## config.mk

```make
export PLATFORM = sky130hd
export DESIGN_NAME = writeback_unit_flat
export DESIGN_NICKNAME = d
export VERILOG_FILES = /design/src/rtl/writeback_unit_pkg.sv /design/src/rtl/writeback_unit_if.sv /design/src/rtl/writeback_unit_load_align.sv /design/src/rtl/writeback_unit.sv /design/src/flat_wrapper.sv
export SDC_FILE = /design/constraint.sdc
export NUM_CORES = 1
export LEC_CHECK = 0
export ABC_CLOCK_PERIOD_IN_PS = 4900
export CAP_MARGIN = 20
export CORE_MARGIN = 5
export CORE_UTILIZATION = 44
export CTS_CLUSTER_DIAMETER = 80
export DETAILED_ROUTE_END_ITERATION = 8
export HOLD_SLACK_MARGIN = 0.08
export PLACE_DENSITY = 0.77
export SLEW_MARGIN = 5
export SYNTH_ARGS = -nofsm -noshare
export SYNTH_HDL_FRONTEND = slang
export SYNTH_SLANG_ARGS = --single-unit
```

## constraint.sdc

```tcl
create_clock -name i_clk -period 4.9 [get_ports i_clk]
set_clock_uncertainty 0.2 [all_clocks]
set_input_delay 0.98 -clock i_clk [delete_from_list [all_inputs] [get_ports i_clk]]
set_output_delay 0.98 -clock i_clk [all_outputs]
set_load 0.005 [all_outputs]
```

## src/rtl/writeback_unit_pkg.sv

```systemverilog
// Shared constants for the write-back stage: result sources, load funct3 codes,
// output-queue FSM states and small decode helpers for load accesses.
package writeback_unit_pkg;

   typedef enum logic [1:0] {
      SRC_ALU = 2'd0,
      SRC_MEM = 2'd1,
      SRC_PC4 = 2'd2,
      SRC_CSR = 2'd3
   } src_sel_e;

   localparam logic [2:0] F3_LB  = 3'b000;
   localparam logic [2:0] F3_LH  = 3'b001;
   localparam logic [2:0] F3_LW  = 3'b010;
   localparam logic [2:0] F3_LD  = 3'b011;
   localparam logic [2:0] F3_LBU = 3'b100;
   localparam logic [2:0] F3_LHU = 3'b101;
   localparam logic [2:0] F3_LWU = 3'b110;

   typedef enum logic [1:0] {
      ST_EMPTY = 2'd0,
      ST_ONE   = 2'd1,
      ST_TWO   = 2'd2
   } wb_state_e;

   // log2 of the access size in bytes; doubles collapse to words on a 32-bit datapath
   function automatic logic [1:0] access_size(input logic [2:0] funct3, input logic is64);
      logic [1:0] sz;
      case (funct3)
         F3_LB, F3_LBU: sz = 2'd0;
         F3_LH, F3_LHU: sz = 2'd1;
         F3_LW, F3_LWU: sz = 2'd2;
         F3_LD:         sz = is64 ? 2'd3 : 2'd2;
         default:       sz = 2'd2;
      endcase
      return sz;
   endfunction

   function automatic logic load_signed(input logic [2:0] funct3);
      return (funct3 == F3_LB) || (funct3 == F3_LH) || (funct3 == F3_LW) || (funct3 == F3_LD);
   endfunction

endpackage

```

## src/rtl/writeback_unit_if.sv

```systemverilog
// Request, register-file write port and bypass signals of the write-back stage.
interface writeback_unit_if #(
   parameter int XLEN    = 32,
   parameter int RADDR_W = 5,
   parameter int CNT_W   = 64
);
   logic               i_valid;
   logic               o_ready;
   logic [1:0]         i_src_sel;
   logic [XLEN-1:0]    i_alu_out;
   logic [XLEN-1:0]    i_mem_out;
   logic [XLEN-1:0]    i_pc4;
   logic [XLEN-1:0]    i_csr_out;
   logic [2:0]         i_ld_funct3;
   logic [2:0]         i_addr_lo;
   logic [RADDR_W-1:0] i_rd_num;
   logic               i_rd_we;
   logic               o_rd_we;
   logic [RADDR_W-1:0] o_rd_num;
   logic [XLEN-1:0]    o_rd;
   logic               i_rf_ready;
   logic               o_fwd_valid;
   logic [RADDR_W-1:0] o_fwd_num;
   logic [XLEN-1:0]    o_fwd_data;
   logic               o_misalign;
   logic [CNT_W-1:0]   o_retire_cnt;

   modport master (
      output i_valid, i_src_sel, i_alu_out, i_mem_out, i_pc4, i_csr_out,
             i_ld_funct3, i_addr_lo, i_rd_num, i_rd_we, i_rf_ready,
      input  o_ready, o_rd_we, o_rd_num, o_rd, o_fwd_valid, o_fwd_num,
             o_fwd_data, o_misalign, o_retire_cnt
   );

   modport slave (
      input  i_valid, i_src_sel, i_alu_out, i_mem_out, i_pc4, i_csr_out,
             i_ld_funct3, i_addr_lo, i_rd_num, i_rd_we, i_rf_ready,
      output o_ready, o_rd_we, o_rd_num, o_rd, o_fwd_valid, o_fwd_num,
             o_fwd_data, o_misalign, o_retire_cnt
   );
endinterface

```

## src/rtl/writeback_unit_load_align.sv

```systemverilog
// Extracts the addressed byte/half/word/double from the load data bus,
// right-justifies and extends it, and flags misaligned accesses.
module load_align
   import writeback_unit_pkg::*;
#(
   parameter int XLEN = 32
) (
   input  logic [XLEN-1:0] mem_data,
   input  logic [2:0]      funct3,
   input  logic [2:0]      addr_lo,
   output logic [XLEN-1:0] data,
   output logic            misalign
);
   localparam int   OFFW = (XLEN == 64) ? 3 : 2;
   localparam logic IS64 = (XLEN == 64);

   logic [1:0]      size;
   logic            sgn;
   logic            top;
   logic [XLEN-1:0] shifted;
   logic [XLEN-1:0] mask;

   assign size    = access_size(funct3, IS64);
   assign sgn     = load_signed(funct3);
   assign shifted = mem_data >> {addr_lo[OFFW-1:0], 3'b000};

   // mask keeps the accessed bytes; its complement is the sign-fill region
   always_comb begin
      mask     = '1;
      top      = shifted[XLEN-1];
      misalign = (addr_lo != 3'd0);
      case (size)
         2'd0: begin
            mask     = XLEN'(8'hFF);
            top      = shifted[7];
            misalign = 1'b0;
         end
         2'd1: begin
            mask     = XLEN'(16'hFFFF);
            top      = shifted[15];
            misalign = addr_lo[0];
         end
         2'd2: begin
            mask     = XLEN'(32'hFFFF_FFFF);
            top      = shifted[31];
            misalign = (addr_lo[1:0] != 2'd0);
         end
         default: ;
      endcase
      data = (shifted & mask) | ((sgn && top) ? ~mask : '0);
   end

endmodule

```

## src/rtl/writeback_unit.sv

```systemverilog
// Write-back stage: selects/aligns the result and queues it in a two-entry
// output+skid buffer in front of the register-file write port.
module writeback_unit
   import writeback_unit_pkg::*;
#(
   parameter int XLEN    = 32,
   parameter int RADDR_W = 5,
   parameter int CNT_W   = 64
) (
   input logic            i_clk,
   input logic            i_rst_n,
   writeback_unit_if.slave bus
);
   wb_state_e          state;
   logic               ready_q;
   logic               out_we;
   logic               out_mis;
   logic [RADDR_W-1:0] out_num;
   logic [XLEN-1:0]    out_data;
   logic               skid_we;
   logic               skid_mis;
   logic [RADDR_W-1:0] skid_num;
   logic [XLEN-1:0]    skid_data;
   logic [CNT_W-1:0]   retire_cnt;

   logic [XLEN-1:0]    mem_data;
   logic               mem_mis;
   logic [XLEN-1:0]    in_data;
   logic               in_mis;
   logic               in_we;
   logic               accept;
   logic               drain;
   logic               fwd_valid;
   logic [RADDR_W-1:0] fwd_num;
   logic [XLEN-1:0]    fwd_data;

   load_align #(.XLEN(XLEN)) u_load_align (
      .mem_data (bus.i_mem_out),
      .funct3   (bus.i_ld_funct3),
      .addr_lo  (bus.i_addr_lo),
      .data     (mem_data),
      .misalign (mem_mis)
   );

   always_comb begin
      in_data = bus.i_alu_out;
      in_mis  = 1'b0;
      case (src_sel_e'(bus.i_src_sel))
         SRC_MEM: begin
            in_data = mem_data;
            in_mis  = mem_mis;
         end
         SRC_PC4: in_data = bus.i_pc4;
         SRC_CSR: in_data = bus.i_csr_out;
         default: ;
      endcase
   end

   assign in_we  = bus.i_rd_we && (bus.i_rd_num != '0) && !in_mis;
   assign accept = bus.i_valid && ready_q;
   // entries that do not write never wait on the register file
   assign drain  = (state != ST_EMPTY) && (!out_we || bus.i_rf_ready);

   always_ff @(posedge i_clk) begin
      if (!i_rst_n) begin
         state      <= ST_EMPTY;
         ready_q    <= 1'b1;
         out_we     <= 1'b0;
         out_mis    <= 1'b0;
         out_num    <= '0;
         out_data   <= '0;
         skid_we    <= 1'b0;
         skid_mis   <= 1'b0;
         skid_num   <= '0;
         skid_data  <= '0;
         retire_cnt <= '0;
      end else begin
         if (drain)
            retire_cnt <= retire_cnt + CNT_W'(1);
         case (state)
            ST_EMPTY: begin
               if (accept) begin
                  out_we   <= in_we;
                  out_mis  <= in_mis;
                  out_num  <= bus.i_rd_num;
                  out_data <= in_data;
                  state    <= ST_ONE;
               end
            end
            ST_ONE: begin
               if (accept && drain) begin
                  out_we   <= in_we;
                  out_mis  <= in_mis;
                  out_num  <= bus.i_rd_num;
                  out_data <= in_data;
               end else if (accept) begin
                  skid_we   <= in_we;
                  skid_mis  <= in_mis;
                  skid_num  <= bus.i_rd_num;
                  skid_data <= in_data;
                  ready_q   <= 1'b0;
                  state     <= ST_TWO;
               end else if (drain) begin
                  out_we  <= 1'b0;
                  out_mis <= 1'b0;
                  state   <= ST_EMPTY;
               end
            end
            ST_TWO: begin
               if (drain) begin
                  out_we   <= skid_we;
                  out_mis  <= skid_mis;
                  out_num  <= skid_num;
                  out_data <= skid_data;
                  ready_q  <= 1'b1;
                  state    <= ST_ONE;
               end
            end
            default: begin
               ready_q <= 1'b1;
               out_we  <= 1'b0;
               out_mis <= 1'b0;
               state   <= ST_EMPTY;
            end
         endcase
      end
   end

   // bypass the youngest pending write; the skid entry is younger than the output
   always_comb begin
      fwd_valid = 1'b0;
      fwd_num   = '0;
      fwd_data  = '0;
      if ((state == ST_TWO) && skid_we) begin
         fwd_valid = 1'b1;
         fwd_num   = skid_num;
         fwd_data  = skid_data;
      end else if (out_we) begin
         fwd_valid = 1'b1;
         fwd_num   = out_num;
         fwd_data  = out_data;
      end
   end

   assign bus.o_ready      = ready_q;
   assign bus.o_rd_we      = out_we;
   assign bus.o_rd_num     = out_num;
   assign bus.o_rd         = out_data;
   assign bus.o_misalign   = out_mis;
   assign bus.o_fwd_valid  = fwd_valid;
   assign bus.o_fwd_num    = fwd_num;
   assign bus.o_fwd_data   = fwd_data;
   assign bus.o_retire_cnt = retire_cnt;

endmodule

```

## src/flat_wrapper.sv

```systemverilog
// flat-port wrapper written by rule: the top's interface ports become plain ports
module writeback_unit_flat import writeback_unit_pkg::*;
#(
   parameter int XLEN    = 32,
   parameter int RADDR_W = 5,
   parameter int CNT_W   = 64
)
  (i_clk, i_rst_n, bus_i_valid, bus_i_src_sel, bus_i_alu_out, bus_i_mem_out, bus_i_pc4, bus_i_csr_out, bus_i_ld_funct3, bus_i_addr_lo, bus_i_rd_num, bus_i_rd_we, bus_i_rf_ready, bus_o_ready, bus_o_rd_we, bus_o_rd_num, bus_o_rd, bus_o_fwd_valid, bus_o_fwd_num, bus_o_fwd_data, bus_o_misalign, bus_o_retire_cnt);
  writeback_unit_if #(.XLEN(XLEN), .RADDR_W(RADDR_W), .CNT_W(CNT_W)) bus_i ();
  input logic i_clk;
  input logic i_rst_n;
  input wire logic [$bits(bus_i.i_valid)-1:0] bus_i_valid;
  input wire logic [$bits(bus_i.i_src_sel)-1:0] bus_i_src_sel;
  input wire logic [$bits(bus_i.i_alu_out)-1:0] bus_i_alu_out;
  input wire logic [$bits(bus_i.i_mem_out)-1:0] bus_i_mem_out;
  input wire logic [$bits(bus_i.i_pc4)-1:0] bus_i_pc4;
  input wire logic [$bits(bus_i.i_csr_out)-1:0] bus_i_csr_out;
  input wire logic [$bits(bus_i.i_ld_funct3)-1:0] bus_i_ld_funct3;
  input wire logic [$bits(bus_i.i_addr_lo)-1:0] bus_i_addr_lo;
  input wire logic [$bits(bus_i.i_rd_num)-1:0] bus_i_rd_num;
  input wire logic [$bits(bus_i.i_rd_we)-1:0] bus_i_rd_we;
  input wire logic [$bits(bus_i.i_rf_ready)-1:0] bus_i_rf_ready;
  output wire logic [$bits(bus_i.o_ready)-1:0] bus_o_ready;
  output wire logic [$bits(bus_i.o_rd_we)-1:0] bus_o_rd_we;
  output wire logic [$bits(bus_i.o_rd_num)-1:0] bus_o_rd_num;
  output wire logic [$bits(bus_i.o_rd)-1:0] bus_o_rd;
  output wire logic [$bits(bus_i.o_fwd_valid)-1:0] bus_o_fwd_valid;
  output wire logic [$bits(bus_i.o_fwd_num)-1:0] bus_o_fwd_num;
  output wire logic [$bits(bus_i.o_fwd_data)-1:0] bus_o_fwd_data;
  output wire logic [$bits(bus_i.o_misalign)-1:0] bus_o_misalign;
  output wire logic [$bits(bus_i.o_retire_cnt)-1:0] bus_o_retire_cnt;
  assign bus_i.i_valid = bus_i_valid;
  assign bus_i.i_src_sel = bus_i_src_sel;
  assign bus_i.i_alu_out = bus_i_alu_out;
  assign bus_i.i_mem_out = bus_i_mem_out;
  assign bus_i.i_pc4 = bus_i_pc4;
  assign bus_i.i_csr_out = bus_i_csr_out;
  assign bus_i.i_ld_funct3 = bus_i_ld_funct3;
  assign bus_i.i_addr_lo = bus_i_addr_lo;
  assign bus_i.i_rd_num = bus_i_rd_num;
  assign bus_i.i_rd_we = bus_i_rd_we;
  assign bus_i.i_rf_ready = bus_i_rf_ready;
  assign bus_o_ready = bus_i.o_ready;
  assign bus_o_rd_we = bus_i.o_rd_we;
  assign bus_o_rd_num = bus_i.o_rd_num;
  assign bus_o_rd = bus_i.o_rd;
  assign bus_o_fwd_valid = bus_i.o_fwd_valid;
  assign bus_o_fwd_num = bus_i.o_fwd_num;
  assign bus_o_fwd_data = bus_i.o_fwd_data;
  assign bus_o_misalign = bus_i.o_misalign;
  assign bus_o_retire_cnt = bus_i.o_retire_cnt;
  writeback_unit #(.XLEN(XLEN), .RADDR_W(RADDR_W), .CNT_W(CNT_W)) u_core (.i_clk(i_clk), .i_rst_n(i_rst_n), .bus(bus_i));
endmodule
```

==> impl_metrics.ini, run 1 <==
[status]
status = completed

[detailed_routing]
drtIter0Drc = 893
drt_pass1_iterations = 6
wl_per_cell_um = 19.2
vias = 9955
drcViolationCount = 0
routed_wl_um = 32000
vias_per_cell = 5.98
postRouteAntennaNets = 0

[setup_path]
arrival_ps = 3120
cp-end-kind = output pin
cp_num_buf_inv = 2
crit_path_start_kind = flop
required_ps = 3720
slowest_delay_ps = 660
slowest_stage = and2_1
critPathTopFamily = simple AND/OR/NAND/NOR gates
cp_common_cell = nand2_1
worstPathMaxFanout = 23
critPathKind = reg2out
cp_cell_sequence = nor2b_2, and2_1, buf_12, nand2_1, nand2_1, clkdlybuf4s50_1

[timing]
report.final.slew_viol_count = 0
finalHoldViolations = 0
finalCritPeriodShare_pct = 87.8
final-setup-viol-count = 0
fin_crit_ps = 4300
max_freq_ghz = 0.233
worst_pin_slew_ps = 1110
setup_tns_ps = 0
rsz0062_at_grt = no
slew_headroom_pct = 26.3

[global_routing]
grt.busiest_layer = met2
grt_use_met3_pct = 6.15
grt_use_met2_pct = 44.6
grt_pass1_wl_um = 50100
grt_pass1_vias = 9391
overflow = 0
grt_max_degree = 79
grt_antenna_before_repair = 0
grtUsageTotal_pct = 27.9
met1_usage_pct = 36.8

[clock_tree]
cts_sinks = 145
cts_tree = done
cts-root-buf = clkbuf_16
postCtsResizedCells = 0
clk_path_buf_depth = 2
clk_pin_slew_ps = 60
cts_hold_buf = 0
clkLatencyLatePin_ps = 420
cts_inserted_buffers = 17
h-tree-depth = 4
post-cts-setup-buffers = 0

[synth]
yosysTopAreaCellShare_pct = 33.6
syn_avg_cell_area_um2 = 7.42
synth_area_um2 = 8630
yosys_warnings = 0
synth_area_leader_cell = dfxtp_1
synth_enable_flop_cells = 0
synth_cell_types = 62
yosys-top-cells-area = dfxtp_1 34%, nand2_1 7.4%, a21oi_1 6.4%
ys.flop_type = dfxtp_1
synthCells = 1163
synth-seq-area-share_pct = 33.6
synth_nets = 1310
synth-async-reset-ratio_pct = 0
synth_seq_cells = 145

[final_layout]
antennaDiodeCount = 0
area_delta_synth_final_pct = 42.2
nets = 1535
finalNonFillerCells = 1665
drive_gt1_share_pct = 5.71
fin_area_um2 = 12300

[place]
place_congestion = 0.967
port-buffer-count = 286
hpwl_um = 23000
placed_area_um2 = 11600
placed_cells = 1633

[power_and_ir_drop]
p_sw_uw = 791
combPwrFrac_pct = 15.4
netSwitchingFraction_pct = 25.2
power_frac_clock_pct = 44.9
p_leak_nw = 4.27
max-vdd-ir-drop_mv = 0.257
seqPwrFrac_pct = 39.7
intPower_mw = 2.35
power.density_nw_per_um2 = 256

[floorplanning]
start_util_pct = 44.5
die_h_um = 150
dieArea_um2 = 22500
rows = 51
core_um2 = 19400
die_width_um = 150
ios = 288

[run]
maxCapViolCount = 0

[min_path]
hold_path.class = reg2reg
-- registers in the layout, indices dropped and copies added (netlist names) --
name                     cells
u_core.bus.o_misalign        1
u_core.bus.o_rd             32
u_core.bus.o_rd_num          5
u_core.bus.o_rd_we           1
u_core.bus.o_ready           1
u_core.bus.o_retire_cnt     64
u_core.skid_data            32
u_core.skid_mis              1
u_core.skid_num              5
u_core.skid_we               1
u_core.state                 2
-- metal layers --
metal	vias up	wire length (µm)
met4	0	1190
met1	4696	13300
met3	70	2640
met2	431	14900
li1	4758	-
met5	-	0
-- layout make-up --
class	instances	area, µm²
fillers	1760	7130
multi-input cells	901	5300
repair buffers	305	3030
flip-flops and latches	145	2900
clock buffers	19	453
well taps	265	332
clock inverters	12	183
inverters	18	67.6
-- power by group through the flow --
stage | Combinational, mW | Clock [mW] | Sequential [mW]
detailed placement | 0.475 | 0 | 1.27
finish | 0.483 | 1.41 | 1.25
global placement | 0.470 | 0 | 1.27
CTS | 0.478 | 1.42 | 1.25
global route | 0.520 | 1.48 | 1.25
floorplan | 0.211 | 0 | 1.26
-- per-stage QoR --
| stage | worst slack, ps | utilization (%) | hold WS (ps) | power (mW) |
|---|---|---|---|---|
| finish | 599 | 63.2 | 263 | 3.14 |
| global route | 442 | 63.2 | 288 | 3.25 |
| CTS | 596 | 63.1 | 262 | 3.14 |
| detailed placement | 879 | 59.8 | 254 | 1.75 |
| global placement | 1010 | 59.8 | 247 | 1.74 |
| floorplan | 1940 | - | 237 | 1.47 |
-- Yosys cell counts (4+ instances only) --
| library cell | count |
|---|---|
| inv_1 | 16 |
| mux4_2 | 8 |
| nand3_1 | 73 |
| nand2b_1 | 8 |
| nor3_1 | 28 |
| or3_1 | 28 |
| or4_1 | 33 |
| clkbuf_1 | 77 |
| o221ai_1 | 16 |
| and4_1 | 4 |
| o311ai_0 | 9 |
| o21ai_0 | 42 |
| xnor2_1 | 15 |
| and3_1 | 4 |
| o31ai_1 | 38 |
| nor2_1 | 127 |
| xor2_1 | 8 |
| a311oi_1 | 5 |
| nand2_1 | 171 |
| buf_2 | 7 |
| nor2b_1 | 10 |
| nor4_1 | 12 |
| a211oi_1 | 19 |
| o2111ai_1 | 8 |
| buf_1 | 13 |
| a21bo_2 | 8 |
| a221o_1 | 8 |
| a2111oi_0 | 11 |
| mux2i_1 | 27 |
| dfxtp_1 | 145 |
| a21oi_1 | 110 |
| a32oi_1 | 8 |
| nand4_1 | 27 |
-- kinds of logic after synthesis --
| kind of cell | count (synthesis) | synth area share, % |
|---|---|---|
| AND/OR/NAND/NOR | 546 | 30.7 |
| AO/OA/AOI/OAI | 296 | 22.7 |
| flip-flops | 145 | 33.6 |
| buffers and inverters | 117 | 5.22 |
| multiplexers | 35 | 5.22 |
| XOR/XNOR | 23 | 2.34 |
| adder cells (fa/ha/maj) | 1 | 0.145 |
-- layout by cell type, fill, tap and decap left out, drive strengths merged, types with 8 or more instances in the layout --
cell type	synthesis	layout
nand4	27	27
clkbuf	79	19
clkdlybuf4s50	0	284
o31ai	38	38
nand2b	8	8
buf	20	21
nand2	171	171
mux4	8	8
o221ai	16	16
a21oi	110	110
a2111oi	11	11
nor4	13	13
a211oi	19	19
or4	35	35
xor2	8	8
nand3	73	73
o21ai	42	42
mux2i	27	27
o2111ai	8	8
dfxtp	145	145
nor3	28	28
nor2	127	127
inv	17	18
or3	28	28
a221o	8	8
a21bo	8	8
nor2b	11	11
a32oi	8	8
xnor2	15	15
o311ai	9	9
-- worst min-delay path, cell delays in order (launching register included) --
cell and delay, ps:
dfxtp_1 310, nand2_1 50, a21oi_1 50
-- worst paths after layout --
check                                startpoint                  end  slack (ps)  cells past startpoint
worst max-delay path            u_core.state[1]   bus_o_fwd_data[12]         600                      6
worst min-delay path            u_core.skid_mis      u_core.skid_mis         260                      2
worst max register to register  u_core.state[0]  u_core.bus.o_rd[10]        1740                      5
worst min register to register  u_core.skid_mis      u_core.skid_mis         260                      2
Power figures use the tool's default switching activity.
==> run 2: changes to the inputs <==
--- a/config.mk
+++ b/config.mk
@@ -13,6 +13,7 @@
 export DETAILED_ROUTE_END_ITERATION = 8
 export HOLD_SLACK_MARGIN = 0.08
 export PLACE_DENSITY = 0.77
+export RECOVER_POWER = 50
 export SLEW_MARGIN = 5
 export SYNTH_ARGS = -nofsm -noshare
 export SYNTH_HDL_FRONTEND = slang
==> run 2 against run 1 <==
Against the previous run:
- sequential power barely moved
- clock-buffer cell count stayed put
- clock power hardly changed
- first-iteration DRC count increased by 1.7%
- register-to-register slack got worse by 1100 ps
- combinational power is 2% lower
- the run now ends with max-capacitance violations, max-slew violations left
- core utilization down 0.14 points
- critical path depth did not move
- critical endpoint is now bus_o_fwd_data[19]
- setup slack better by 3.1 ps
- global-route usage stayed put
- wire length shrank 0.60%
==> impl_metrics.ini, run 2 (synthesis gave the netlist of run 1 again) <==
[status]
status = finished with violations
violations = max-capacitance violations, max-slew violations

[detailed_routing]
postRouteAntennaNets = 0
routed_wl_um = 31800
wl_per_cell_um = 19.1
vias_per_cell = 5.98
vias = 9950
drt_pass1_iterations = 7
drcViolationCount = 0
drtIter0Drc = 908

[clock_tree]
h-tree-depth = 4
cts-root-buf = clkbuf_16
clkLatencyLatePin_ps = 420
cts_inserted_buffers = 17
cts_hold_buf = 0
clk_path_buf_depth = 2
post-cts-setup-buffers = 0
postCtsResizedCells = 0
cts_sinks = 145
clk_pin_slew_ps = 60
cts_tree = done

[place]
hpwl_um = 23000
placed_area_um2 = 11600
port-buffer-count = 286
place_ws_ps = 879
placed_cells = 1633
place_congestion = 0.967

[final_layout]
area_delta_synth_final_pct = 41.9
antennaDiodeCount = 0
largest_register_ffs = 64
layout_common_cells = 181 x clkdlybuf4s50_1, 171 x nand2_1, 145 x dfxtp_1, 127 x nor2_1, 110 x a21oi_1
final_util_pct = 63.1
nets = 1535
fin_area_um2 = 12200
fillerInstances = 1770
final_common_cell = clkdlybuf4s50_1
finalNonFillerCells = 1665
drive_gt1_share_pct = 5.21

[setup_path]
arrival_ps = 3120
cp-end-kind = output pin
worstPathMaxFanout = 23
r2r_slack_ps = 610
required_ps = 3720
r2r-start = u_core.bus.o_rd_we
startpoint = u_core.state[1]
crit_path_start_kind = flop
critPathKind = reg2out

[global_routing]
overflow = 0
grt_antenna_before_repair = 0
grt_pass1_wl_um = 50100
grt_pass1_vias = 9391
grtUsageTotal_pct = 27.9
grt_max_degree = 79

[timing]
setup_ws_ps = 602
setup_tns_ps = 0
finalCritPeriodShare_pct = 87.7
report.final.slew_viol_count = 157
fin_crit_ps = 4300
finalHoldViolations = 0
slew_headroom_pct = -23.5
worst_pin_slew_ps = 1850
final-setup-viol-count = 0
max_freq_ghz = 0.233
rsz0062_at_grt = no

[power_and_ir_drop]
p_leak_nw = 4.56
max-vdd-ir-drop_mv = 0.259
power.density_nw_per_um2 = 255
combPwrFrac_pct = 15.1
power_frac_clock_pct = 45.0
p_sw_uw = 785
seqPwrFrac_pct = 39.9
intPower_mw = 2.33
netSwitchingFraction_pct = 25.2

[floorplanning]
start_util_pct = 44.5
die_width_um = 150
ios = 288
dieArea_um2 = 22500
core_um2 = 19400
rows = 51
die_h_um = 150

[run]
maxCapViolCount = 4

[min_path]
hold_path.class = reg2reg
hp-start = u_core.skid_mis
## run 2: critical path, cell delays in order, from the launching register on
cell             delay, ps
dfxtp_1                590
nor2b_2                510
and2_1                 660
buf_12                 260
nand2_1                 70
nand2_1                 50
clkdlybuf4s50_1        560
## run 2: metal layers
metal	vias to the layer above	share of wire (%)	global-route usage [%]
met3	67	9.0	6.15
met4	0	3.7	10.8
met1	4668	41	36.8
li1	4751	-	-
met5	-	0	0
met2	464	46	44.6
## run 2: final cells by class
| class | instances | area [µm²] | share of cell area (%) |
|---|---|---|---|
| Clock buffer | 19 | 453 | 3.70 |
| Tap cell | 265 | 332 | 2.71 |
| Inverter | 18 | 67.6 | 0.552 |
| Timing Repair Buffer | 305 | 3010 | 24.6 |
| Sequential cell | 145 | 2900 | 23.7 |
| Multi-Input combinational cell | 901 | 5290 | 43.2 |
| Clock inverter | 12 | 183 | 1.49 |
## run 2: path summary, 6_finish.rpt
check / end / depth (start not counted)
max reg2reg: u_core.skid_data[20] / 6
max: bus_o_fwd_data[19] / 6
min reg2reg: u_core.skid_mis / 2
min: u_core.skid_mis / 2
## run 2: through the flow
step	total power [mW]	hold slack, ps
finish	3.12	262
global route	3.24	288
CTS	3.14	262
detailed placement	1.75	254
global placement	1.74	247
floorplan	1.47	237
## run 2: power by group through the flow
stage	logic (mW)	registers [mW]	clock network (mW)
3_5_place_dp	0.475	1.27	0
4_1_cts	0.478	1.25	1.42
3_3_place_gp	0.470	1.27	0
6_report	0.471	1.24	1.40
5_1_grt	0.509	1.25	1.48
2_1_floorplan	0.211	1.26	0
